$ cat config.mk
export PLATFORM = sky130hd
export DESIGN_NAME = fir_spi_ctrl_flat
export DESIGN_NICKNAME = d
export VERILOG_FILES = /design/src/rtl/fir_spi_ctrl_if.sv /design/src/rtl/fir_spi_ctrl.sv /design/src/flat_wrapper.sv
export SDC_FILE = /design/constraint.sdc
export NUM_CORES = 1
export LEC_CHECK = 0
export CAP_MARGIN = 25
export CORE_MARGIN = 2
export CORE_UTILIZATION = 56
export DETAILED_ROUTE_END_ITERATION = 16
export GPL_TIMING_DRIVEN = 0
export PLACE_DENSITY = 0.88
export SKIP_CTS_REPAIR_TIMING = 1
export SLEW_MARGIN = 5
export SYNTH_ARGS = -nofsm -noshare
export SYNTH_HDL_FRONTEND = slang
export SYNTH_SLANG_ARGS = --single-unit
$ cat constraint.sdc
create_clock -name clk -period 4.94 [get_ports clk]
set_input_delay 0.494 -clock clk [delete_from_list [all_inputs] [get_ports clk]]
set_output_delay 0.494 -clock clk [all_outputs]
set_load 0.01 [all_outputs]
$ cat src/rtl/fir_spi_ctrl_if.sv
// fir_spi_ctrl_if: bundles the byte-stream and FIR-core signals of fir_spi_ctrl.
//   SPI side   : frame_active, rx_valid, rx_byte, tx_ready (to ctrl); tx_byte (from ctrl)
//   Coef bus   : coef_we, coef_addr, coef_data (from ctrl)
//   Sample bus : smp_valid, smp_data (from ctrl); fir_busy (to ctrl)
//   Result     : fir_done, fir_result (to ctrl)
//   Status     : err (from ctrl)
// master = the controller, slave = the SPI slave / FIR core side.
interface fir_spi_ctrl_if #(
  parameter int DATA_W = 16,
  parameter int NTAPS  = 8,
  parameter int RES_W  = 32
);
  logic                     frame_active;
  logic                     rx_valid;
  logic [7:0]               rx_byte;
  logic                     tx_ready;
  logic [7:0]               tx_byte;
  logic                     coef_we;
  logic [$clog2(NTAPS)-1:0] coef_addr;
  logic [DATA_W-1:0]        coef_data;
  logic                     smp_valid;
  logic [DATA_W-1:0]        smp_data;
  logic                     fir_busy;
  logic                     fir_done;
  logic [RES_W-1:0]         fir_result;
  logic                     err;

  modport master (
    input  frame_active, rx_valid, rx_byte, tx_ready, fir_busy, fir_done, fir_result,
    output tx_byte, coef_we, coef_addr, coef_data, smp_valid, smp_data, err
  );

  modport slave (
    output frame_active, rx_valid, rx_byte, tx_ready, fir_busy, fir_done, fir_result,
    input  tx_byte, coef_we, coef_addr, coef_data, smp_valid, smp_data, err
  );
endinterface

$ cat src/rtl/fir_spi_ctrl.sv
// fir_spi_ctrl: command sequencer between the SPI slave byte stream and the FIR core.
// Parses framed commands (0x01 WR_COEF, 0x02 PUSH, 0x03 READ, 0x04 STATUS),
// writes coefficients, hands samples to the core with a busy handshake, latches
// results and returns result/status bytes for shift-out.
// Ports:
//   clk   : system clock, all logic on posedge
//   rst_n : asynchronous active-low reset
//   bus   : fir_spi_ctrl_if.master (SPI byte stream, coef/sample buses, result, err)
// All outputs are registered.
module fir_spi_ctrl #(
  parameter int DATA_W = 16,
  parameter int NTAPS  = 8,
  parameter int RES_W  = 32
) (
  input  logic           clk,
  input  logic           rst_n,
  fir_spi_ctrl_if.master bus
);
  localparam int AW = $clog2(NTAPS);
  localparam logic [7:0] NTAPS_B = 8'(NTAPS);

  typedef enum logic [3:0] {
    IDLE   = 4'd0,
    CMD    = 4'd1,
    C_ADDR = 4'd2,
    C_HI   = 4'd3,
    C_LO   = 4'd4,
    S_HI   = 4'd5,
    S_LO   = 4'd6,
    READ   = 4'd7,
    DRAIN  = 4'd8
  } state_e;

  state_e              state_q;
  logic                frame_q;
  logic [7:0]          tx_byte_q;
  logic                coef_we_q;
  logic [AW-1:0]       coef_addr_q;
  logic [DATA_W-1:0]   coef_data_q;
  logic                smp_valid_q;
  logic [DATA_W-1:0]   smp_data_q;
  logic                err_q;
  logic [RES_W-1:0]    result_q;
  logic                result_valid_q;
  logic                pending_q;
  logic [7:0]          addr_q;
  logic [7:0]          hi_q;
  logic [1:0]          rd_idx_q;
  logic [RES_W-1:0]    snap_q;

  logic [7:0]          status_d;
  logic [RES_W-1:0]    snap_d;

  // Selects one result byte, index 0 = MSB.
  function automatic logic [7:0] res_byte(input logic [RES_W-1:0] r, input logic [1:0] i);
    logic [7:0] b;
    case (i)
      2'd0:    b = r[31:24];
      2'd1:    b = r[23:16];
      2'd2:    b = r[15:8];
      2'd3:    b = r[7:0];
      default: b = 8'h00;
    endcase
    return b;
  endfunction

  // Status byte and READ snapshot source (a same-cycle fir_done wins over the stored result).
  always_comb begin
    status_d = {result_valid_q, err_q, pending_q, bus.fir_busy, 4'b0000};
    if (bus.fir_done) begin
      snap_d = bus.fir_result;
    end else begin
      snap_d = result_q;
    end
  end

  // Command FSM, sample handshake, result capture and all registered outputs.
  always_ff @(posedge clk or negedge rst_n) begin
    if (!rst_n) begin
      state_q        <= IDLE;
      frame_q        <= 1'b0;
      tx_byte_q      <= 8'h00;
      coef_we_q      <= 1'b0;
      coef_addr_q    <= '0;
      coef_data_q    <= '0;
      smp_valid_q    <= 1'b0;
      smp_data_q     <= '0;
      err_q          <= 1'b0;
      result_q       <= '0;
      result_valid_q <= 1'b0;
      pending_q      <= 1'b0;
      addr_q         <= 8'h00;
      hi_q           <= 8'h00;
      rd_idx_q       <= 2'd0;
      snap_q         <= '0;
    end else begin
      frame_q     <= bus.frame_active;
      coef_we_q   <= 1'b0;
      smp_valid_q <= 1'b0;

      if (bus.fir_done) begin
        result_q       <= bus.fir_result;
        result_valid_q <= 1'b1;
      end

      // A held sample goes out on the first cycle the core is free.
      if (pending_q && !bus.fir_busy) begin
        smp_valid_q <= 1'b1;
        pending_q   <= 1'b0;
      end

      // Outside READ the shift-out byte is reloaded with status on every byte event;
      // READ command handling below overrides this.
      if (state_q != READ && (bus.rx_valid || bus.tx_ready)) begin
        tx_byte_q <= status_d;
      end

      if (!bus.frame_active) begin
        state_q <= IDLE;
      end else begin
        case (state_q)
          IDLE: begin
            if (!frame_q) state_q <= CMD;
          end
          CMD: begin
            if (bus.rx_valid) begin
              case (bus.rx_byte)
                8'h01: state_q <= C_ADDR;
                8'h02: state_q <= S_HI;
                8'h03: begin
                  snap_q    <= snap_d;
                  tx_byte_q <= res_byte(snap_d, 2'd0);
                  rd_idx_q  <= 2'd0;
                  state_q   <= READ;
                end
                8'h04: err_q <= 1'b0;
                default: begin
                  err_q   <= 1'b1;
                  state_q <= DRAIN;
                end
              endcase
            end
          end
          C_ADDR: begin
            if (bus.rx_valid) begin
              addr_q  <= bus.rx_byte;
              state_q <= C_HI;
            end
          end
          C_HI: begin
            if (bus.rx_valid) begin
              hi_q    <= bus.rx_byte;
              state_q <= C_LO;
            end
          end
          C_LO: begin
            if (bus.rx_valid) begin
              if (addr_q < NTAPS_B) begin
                coef_we_q   <= 1'b1;
                coef_addr_q <= addr_q[AW-1:0];
                coef_data_q <= {hi_q, bus.rx_byte};
              end else begin
                err_q <= 1'b1;
              end
              state_q <= CMD;
            end
          end
          S_HI: begin
            if (bus.rx_valid) begin
              hi_q    <= bus.rx_byte;
              state_q <= S_LO;
            end
          end
          S_LO: begin
            if (bus.rx_valid) begin
              // Busy-free core takes the sample immediately; otherwise it is held.
              if (pending_q) begin
                err_q <= 1'b1;
              end else if (bus.fir_busy) begin
                pending_q  <= 1'b1;
                smp_data_q <= {hi_q, bus.rx_byte};
              end else begin
                smp_valid_q <= 1'b1;
                smp_data_q  <= {hi_q, bus.rx_byte};
              end
              state_q <= CMD;
            end
          end
          READ: begin
            if (bus.tx_ready) begin
              if (rd_idx_q == 2'd3) begin
                state_q   <= CMD;
                tx_byte_q <= {bus.fir_done, status_d[6:0]};
                if (!bus.fir_done) result_valid_q <= 1'b0;
              end else begin
                rd_idx_q  <= rd_idx_q + 2'd1;
                tx_byte_q <= res_byte(snap_q, rd_idx_q + 2'd1);
              end
            end
          end
          DRAIN: begin
            state_q <= DRAIN;
          end
          default: state_q <= IDLE;
        endcase
      end
    end
  end

  assign bus.tx_byte   = tx_byte_q;
  assign bus.coef_we   = coef_we_q;
  assign bus.coef_addr = coef_addr_q;
  assign bus.coef_data = coef_data_q;
  assign bus.smp_valid = smp_valid_q;
  assign bus.smp_data  = smp_data_q;
  assign bus.err       = err_q;
endmodule
$ cat src/flat_wrapper.sv
// flat-port wrapper written by rule: the top's interface ports become plain ports
module fir_spi_ctrl_flat 
#(
  parameter int DATA_W = 16,
  parameter int NTAPS  = 8,
  parameter int RES_W  = 32
)
  (clk, rst_n, bus_frame_active, bus_rx_valid, bus_rx_byte, bus_tx_ready, bus_fir_busy, bus_fir_done, bus_fir_result, bus_tx_byte, bus_coef_we, bus_coef_addr, bus_coef_data, bus_smp_valid, bus_smp_data, bus_err);
  fir_spi_ctrl_if #(.DATA_W(DATA_W), .NTAPS(NTAPS), .RES_W(RES_W)) bus_i ();
  input  logic clk;
  input  logic rst_n;
  input wire logic [$bits(bus_i.frame_active)-1:0] bus_frame_active;
  input wire logic [$bits(bus_i.rx_valid)-1:0] bus_rx_valid;
  input wire logic [$bits(bus_i.rx_byte)-1:0] bus_rx_byte;
  input wire logic [$bits(bus_i.tx_ready)-1:0] bus_tx_ready;
  input wire logic [$bits(bus_i.fir_busy)-1:0] bus_fir_busy;
  input wire logic [$bits(bus_i.fir_done)-1:0] bus_fir_done;
  input wire logic [$bits(bus_i.fir_result)-1:0] bus_fir_result;
  output wire logic [$bits(bus_i.tx_byte)-1:0] bus_tx_byte;
  output wire logic [$bits(bus_i.coef_we)-1:0] bus_coef_we;
  output wire logic [$bits(bus_i.coef_addr)-1:0] bus_coef_addr;
  output wire logic [$bits(bus_i.coef_data)-1:0] bus_coef_data;
  output wire logic [$bits(bus_i.smp_valid)-1:0] bus_smp_valid;
  output wire logic [$bits(bus_i.smp_data)-1:0] bus_smp_data;
  output wire logic [$bits(bus_i.err)-1:0] bus_err;
  assign bus_i.frame_active = bus_frame_active;
  assign bus_i.rx_valid = bus_rx_valid;
  assign bus_i.rx_byte = bus_rx_byte;
  assign bus_i.tx_ready = bus_tx_ready;
  assign bus_i.fir_busy = bus_fir_busy;
  assign bus_i.fir_done = bus_fir_done;
  assign bus_i.fir_result = bus_fir_result;
  assign bus_tx_byte = bus_i.tx_byte;
  assign bus_coef_we = bus_i.coef_we;
  assign bus_coef_addr = bus_i.coef_addr;
  assign bus_coef_data = bus_i.coef_data;
  assign bus_smp_valid = bus_i.smp_valid;
  assign bus_smp_data = bus_i.smp_data;
  assign bus_err = bus_i.err;
  fir_spi_ctrl #(.DATA_W(DATA_W), .NTAPS(NTAPS), .RES_W(RES_W)) u_core (.clk(clk), .rst_n(rst_n), .bus(bus_i));
endmodule
Word level (Yosys, flattened, before mapping)
Index checks and enable logic that the tools add are counted.

word-level totals
  bits in latches = 0
  output and inout bits = 46
  input bits = 47
  register bits = 135
  memories = 0
  ROM bits = 0
  memory bits (writable) = 0
  word-level logic and storage cells = 127

operators by class
  bitwise operators = 1
  reductions and logical operators = 19
  add/sub/neg operators = 1
  multipliers = 0
  $lt $le $gt $ge = 1
  shift operators = 0
  div/mod/pow operators = 0
  eq/ne operators = 35
  mux-type cells = 54

operators with widths
  operator                                                                      count
  8-bit 2-to-1 mux                                                              6
  4-bit 2-to-1 mux                                                              9
  32-bit 2-to-1 mux                                                             1
  4-bit case mux with 8 select lines                                            1
  8-bit case mux with 4 select lines                                            1
  1-bit 2-to-1 mux                                                              27
  3-bit != test, second input constant                                          7
  4-bit by 3-bit equality test with 1-bit output, second input constant         4
  8-bit by 2-bit equality test with 1-bit output, second input constant         2
  4-bit case mux with 4 select lines                                            1
  8-bit case mux with 2 select lines                                            1
  2-bit != test, second input constant                                          7
  4-bit AND reduction                                                           3
  9-bit AND reduction                                                           1
  4-bit by 2-bit equality test with 1-bit output, second input constant         2
  8-bit by 1-bit equality test with 1-bit output, second input constant         1
  8-bit by 3-bit equality test with 1-bit output, second input constant         1
  8-bit by 4-bit less-than comparator with 1-bit output, second input constant  1
  2-bit 2-to-1 mux                                                              4
  8-bit AND reduction                                                           1
  2-bit equality test, second input constant                                    3
  3-bit by 2-bit != test with 1-bit output, second input constant               2
  3-bit AND reduction                                                           2
  6-bit AND reduction                                                           1
  19 further kinds                                                              22

Logic depth before layout (Yosys ltp)
  depth after elaboration = 8
  depth in mapped cells = 7
  depth with buffers taken out = 6

Least setup slack after synthesis
Ideal clock, no wire load.

  path kind = input port to flip-flop
  start = in bus_rx_byte[3]
  end = reg u_core.snap_q[15]
  library setup time = 0.125 ns
  buffers on the path = 2
  required time = 4.815 ns
  path slack = 2.684 ns
  cell stages on the path = 6
  arrival = 2.131 ns
  cell sequence = or4_4 > or3_1 > buf_6 > nor2_8 > buf_12 > mux2_4

on the way
  word-level cells in the longest chain between the ends = 2

RTL lines
  item                                            line                 source
  start, declared                                 flat_wrapper.sv:14   input wire logic [$bits(bus_i.rx_byte)-1:0] bus_rx_byte;
  8-bit by 2-bit equality test with 1-bit output  fir_spi_ctrl.sv:127  case (bus.rx_byte)
  4-bit AND reduction (no source line)            -
  end signal, assigned                            fir_spi_ctrl.sv:131  snap_q <= snap_d;
  end, declared                                   fir_spi_ctrl.sv:49   logic [RES_W-1:0] snap_q;

No other way between the ends.
A chain may end at the register's enable or synchronous reset.

Final worst setup path
  start = in bus_rx_byte[3]
  end = reg u_core.snap_q[9]

Same word-level chain as after synthesis.

==> reports/results.txt <==
Hold Crit Start -> bus_fir_done
met3 usage -> 0.0580
met2 Resource Use GR -> 0.447
# H-tree levels -> 4
reg-to-reg setup timing slack -> 2.48 ns
IO Port Bufs -> 90
root buffer cell -> clkbuf_8
gr usage total -> 0.264
crit path DAT -> 2.90 ns
Hold Path Class -> input port to flop
Worst R2R Path Depth -> 6
fillers -> 653
Synthesized Nets -> 475
DRT Wirelength -> 13.9 mm
cells after synthesis -> 424
post-layout util -> 0.750
Max Buffers Root-to-Sink -> 2
worst setup path start -> bus_rx_byte[3]
RD Place Congestion -> 0.824
Die W -> 105 µm
overall power -> 0.00260 W
Clk pin slew, worst setup/hold paths -> 0.06 ns
RSZ-0062 raised after global routing -> no
Final nets -> 586
Core Area -> 0.00982 mm²
Pins Over Slew Limit -> 0
CP Launch Type -> input port
Die Height -> 105 µm
share of cells above drive strength 1 -> 0.285
synthesized area per cell -> 13.5 µm²
FF-to-FF End -> u_core.snap_q[9]$_DFFE_PN0P_
Layout area overhead -> 29.0%
CTS tree -> yes
Iteration-0 DRC Markers -> 376
Pwr Density -> 354 mW/mm²
status -> finished, final reports clean
Clock Sinks -> 127
Cell Rows -> 36
Max Clock Freq -> 0.402 GHz
Max IR drop VDD -> 0.207 mV
largest net degree at the start of global routing -> 95
worst-case headroom to the max-slew limit -> 0.328
Period Utilization, post-route -> 0.504
GRT Residual Overflow -> 0
Main synth FF type -> dfrtp_1
Hold Crit Depth -> 2
first-pass GRT wire length -> 22.7 mm
Antenna Nets Post-Route -> 0
DR pass1 iterations -> 6
Worst Max-Slew Pin Slew -> 1.00 ns
Post-synth EDFFs -> 0
fraction of the yosys area taken by sequential cells -> 0.557
via count -> 4044
antenna violations before repair -> 0
Distinct cells, synth -> 48
Remaining DRCs -> 0
CP required -> 5.35 ns
Yosys top cell by area -> dfrtp_1
warnings from Yosys -> 0
final-report hold violation count -> 0
Initial Utilization -> 0.581
ANT cells -> 0
Avg Vias per Cell -> 5.94
final setup fails -> 0
vias in the first global route -> 4353
peak fanout along the critical path -> 10
critical path class -> input port to flop
Final WS setup -> 2.45 ns
Leak -> 3.30 nW
hold_ws -> 0.288 ns
worst-skew pair later-pin latency -> 0.52 ns
Mapped Area -> 0.00571 mm²
grt peak-use layer -> met2
sink of the worst hold path -> u_core.result_q[29]$_DFF_PN0_
DP HPWL -> 9.31 mm
top cell type's share of synthesized area -> 0.557
DR WL/cell -> 20.4 µm
Place WS -> 1.94 ns
# Max-Cap Violations -> 0
ranking of synthesized cells by area -> dfrtp_1, mux2_2, mux2_4
die area -> 0.0110 mm²
met1 usage -> 0.329
ys async rst share -> 1.00
launching point of the worst reg2reg path -> u_core.state_q[1]$_DFFE_PN0P_
Worst Skew -> 0.00893 ns
register bit count reported by yosys -> 127
CTS Buf Count -> 17
post-layout min period -> 2.49 ns
Setup crit end kind -> flop
I/O pins -> 93
cells in the mapped netlist (2+ instances only):
cell and instances:
dfrtp_1 127, nand3_1 3, a222oi_1 8, nor4bb_1 2, nand4_1 6, nand2_1 18
buf_12 3, a221oi_1 2, o211ai_1 7, or2_2 2, buf_2 2, nor3b_1 4
inv_1 9, o21a_1 3, clkbuf_1 17, nand4b_1 2, o22ai_1 2, o21ai_0 14
o31ai_1 4, nand3b_1 4, ha_1 4, nor2b_1 3, mux2_2 87, mux2i_1 5
buf_6 5, mux2_4 20, a32oi_1 2, nor4_1 2, and4b_1 2, a221o_1 2
a21oi_1 7, and3_1 5, nor3_1 11, or3_1 2, nor2_1 15
stage by stage:
| step | cells | cell area, µm² | setup TNS [ns] |
|---|---|---|---|
| 6_report | 681 | 7360 | 0 |
| 3_5_place_dp | 648 | 6800 | 0 |
| 3_3_place_gp | 647 | 6780 | -163.55 |
| 5_1_grt | 681 | 7360 | 0 |
| 2_1_floorplan | 424 | 5710 | 0 |
| 4_1_cts | 680 | 7350 | 0 |
power breakdown:
| part | switching, W | internal, W |
|---|---|---|
| registers | 0.0000282 | 0.00109 |
| logic | 0.000170 | 0.000150 |
| clock network | 0.000491 | 0.000675 |
worst max path at each step:
stage                                     endpoint  slack, ns  depth (start not counted)
2_1_floorplan        u_core.snap_q[15]$_DFFE_PN0P_       2.68                          6
3_3_place_gp   u_core.bus.coef_data[4]$_DFFE_PN0P_      -1.30                          1
3_5_place_dp          u_core.snap_q[9]$_DFFE_PN0P_       1.94                          7
4_1_cts              u_core.snap_q[16]$_DFFE_PN0P_       2.47                          7
5_1_grt              u_core.snap_q[16]$_DFFE_PN0P_       2.36                          6
6_report              u_core.snap_q[9]$_DFFE_PN0P_       2.45                          7
state kept, by name (all words and copies together) (netlist names):
register and cells:
u_core.result_q 32, u_core.hi_q 8, u_core.rd_idx_q 2, u_core.bus.smp_data 16, u_core.bus.err 1, u_core.bus.smp_valid 1
u_core.addr_q 8, u_core.pending_q 1, u_core.state_q 4, u_core.bus.coef_addr 3, u_core.frame_q 1, u_core.result_valid_q 1
u_core.bus.coef_data 16, u_core.snap_q 24, u_core.bus.tx_byte 8, u_core.bus.coef_we 1
final cells by class:
class | count | area, µm² | area share
buffer | 27 | 190 | 0.0258
sequential | 127 | 3180 | 0.432
clock inverter | 14 | 131 | 0.0178
timing repair buffer | 92 | 940 | 0.128
tap | 133 | 166 | 0.0226
inverter | 9 | 33.8 | 0.00459
multi-input combinational | 261 | 2310 | 0.313
clock buffer | 18 | 418 | 0.0568
metal layers:
layer,up-vias,part of all wire,wire length (µm)
li1,1780,-,-
met1,2031,0.39,5400
met2,195,0.52,7260
met3,38,0.062,870
met4,0,0.028,389
met5,-,0,0
critical path, stage by stage:
cell and delay (ns):
clkdlybuf4s50_1 0.56, or4_4 0.62, or3_1 0.37, buf_6 0.15, nor2_8 0.20, buf_12 0.18
mux2_4 0.31
placed cells by master, fill, tap and decap left out, types with 3 or more instances in the layout:
cell	n
o21a_1	3
and3_1	5
mux2_4	20
inv_6	5
clkbuf_1	18
inv_1	9
clkinvlp_4	3
nand2_1	18
clkbuf_16	16
ha_1	4
clkinv_2	3
buf_6	6
nor2_1	15
dfrtp_1	127
mux2_2	87
nor2b_1	3
o31ai_1	4
mux2i_1	5
nand3b_1	4
o21ai_0	14
nand3_1	3
nor3_1	11
nand4_1	6
buf_12	3
o211ai_1	7
a222oi_1	8
nor3b_1	4
clkdlybuf4s50_1	89
a21oi_1	7
cells by family after synthesis:
group           share of synthesized area
flops                               0.557
mux                                 0.233
simple gates                       0.0918
compound gates                     0.0673
buf+inv                            0.0392
fa+ha+maj                         0.00877
xor+xnor                          0.00307
Power figures use the tool's default switching activity.
==> patch: new RTL, same settings <==
`NTAPS` is set to 8 in 3 places; all go to 16.
--- a/src/rtl/fir_spi_ctrl_if.sv
+++ b/src/rtl/fir_spi_ctrl_if.sv
@@ -8,5 +8,5 @@
 interface fir_spi_ctrl_if #(
   parameter int DATA_W = 16,
-  parameter int NTAPS  = 8,
+  parameter int NTAPS  = 16,
   parameter int RES_W  = 32
 );
--- a/src/rtl/fir_spi_ctrl.sv
+++ b/src/rtl/fir_spi_ctrl.sv
@@ -10,5 +10,5 @@
 module fir_spi_ctrl #(
   parameter int DATA_W = 16,
-  parameter int NTAPS  = 8,
+  parameter int NTAPS  = 16,
   parameter int RES_W  = 32
 ) (
--- a/src/flat_wrapper.sv
+++ b/src/flat_wrapper.sv
@@ -3,5 +3,5 @@
 #(
   parameter int DATA_W = 16,
-  parameter int NTAPS  = 8,
+  parameter int NTAPS  = 16,
   parameter int RES_W  = 32
 )
Ports: changed (resized bus_coef_addr); port bits go from 93 to 94. The function was not compared with the original's and may differ.
==> patch against the original RTL <==
Worst setup slack barely moved. Sequential cell count rose by 1. Cell area fell by 0.14%. Routed wire length rose by 3.8%. Total power rose by 4.8%. Synthesized area fell by 0.83%. Clock skew barely moved. Combinational power rose by 6%. Synthesized cell count fell by 2.1%. Via count fell by 0.52%. Highest routed layer unchanged.
==> patch: results (changes against the original RTL) <==
M2 GR Usage=44.4% (-0.22 points); Clock-cell share=7.98% (+0.52 points); Die ar.=10900 µm² (-0.80%); worst min path class=in -> async; Yosys cell types=53 (+10%); Final #Nets=577 (-1.5%); largest net degree at the start of global routing=85 (-11%); fin cells=672 (-1.3%); number of global-route vias before repair=4253 (-2.3%); Seq/Total Area, Yosys=56.6% (+0.91 points); Max VDD drop=0.236 mV (+14%); Layout Skew=0.00898 ns (+0.0000517 ns); met3 WL post-DR=1.05 mm (+20%); post-detailed-placement cell area=6760 µm² (-0.70%); WL/cell=21.5 µm (+5.2%); Clock Buffer Count=17 (-1); post-layout util=75.2% (+0.24 points); multi-input gate count=254 (-2.7%); Net Count, Synth=466 (-1.9%); # fillers=601 (-8.0%); met1 usage=36.8% (+3.9 points); Non-clk bufs=118 (-0.84%); Pre-antenna DRT Iters=5 (-1); seq_cells=128 (+0.79%); GRT met3 Usage=7.17% (+1.4 points); outcome=finished, final reports clean; leak pwr=3.33 nW (+1.1%); Clk pwr share=45.9% (+1.1 points); placed cells=639 (-1.4%); Place WS=2.13 ns (+0.190 ns); adder-cell share of the synthesized area=0.884% (+0.0074 points); ranking of synthesized cells by area=dfrtp_1, mux2_2, mux2_4; top cells by count, synth=dfrtp_1, mux2_2, nand2_1; GRT Total Usage=28.1% (+1.7 points); sw power=0.728 mW (+5.8%); RD Place Congestion=0.878 (+6.7%)
## patch: final timing paths
check / start / to / slack (ns) / depth (start not counted)
worst max register to register: u_core.state_q[3]$_DFFE_PN0P_ / u_core.bus.smp_data[13]$_DFFE_PN0P_ / 2.45 / 5
worst max-delay path: u_core.state_q[3]$_DFFE_PN0P_ / u_core.bus.smp_data[13]$_DFFE_PN0P_ / 2.45 / 5
min in group clk: bus_rx_byte[2] / u_core.bus.err$_DFFE_PN0P_ / 0.45 / 4
max in group asynchronous: rst_n / u_core.bus.coef_data[10]$_DFFE_PN0P_ / 3.77 / 3
worst min-delay path: rst_n / u_core.result_q[14]$_DFF_PN0_ / 0.44 / 2
worst min register to register: u_core.result_q[10]$_DFF_PN0_ / u_core.result_q[10]$_DFF_PN0_ / 0.50 / 1
## patch: worst register-to-register path, cell delays in order (launching register included)
cell and delay, ns:
dfrtp_1 0.35, buf_4 0.16, nor3b_1 0.57, nor4b_4 0.62, buf_4 0.31, mux2_2 0.37
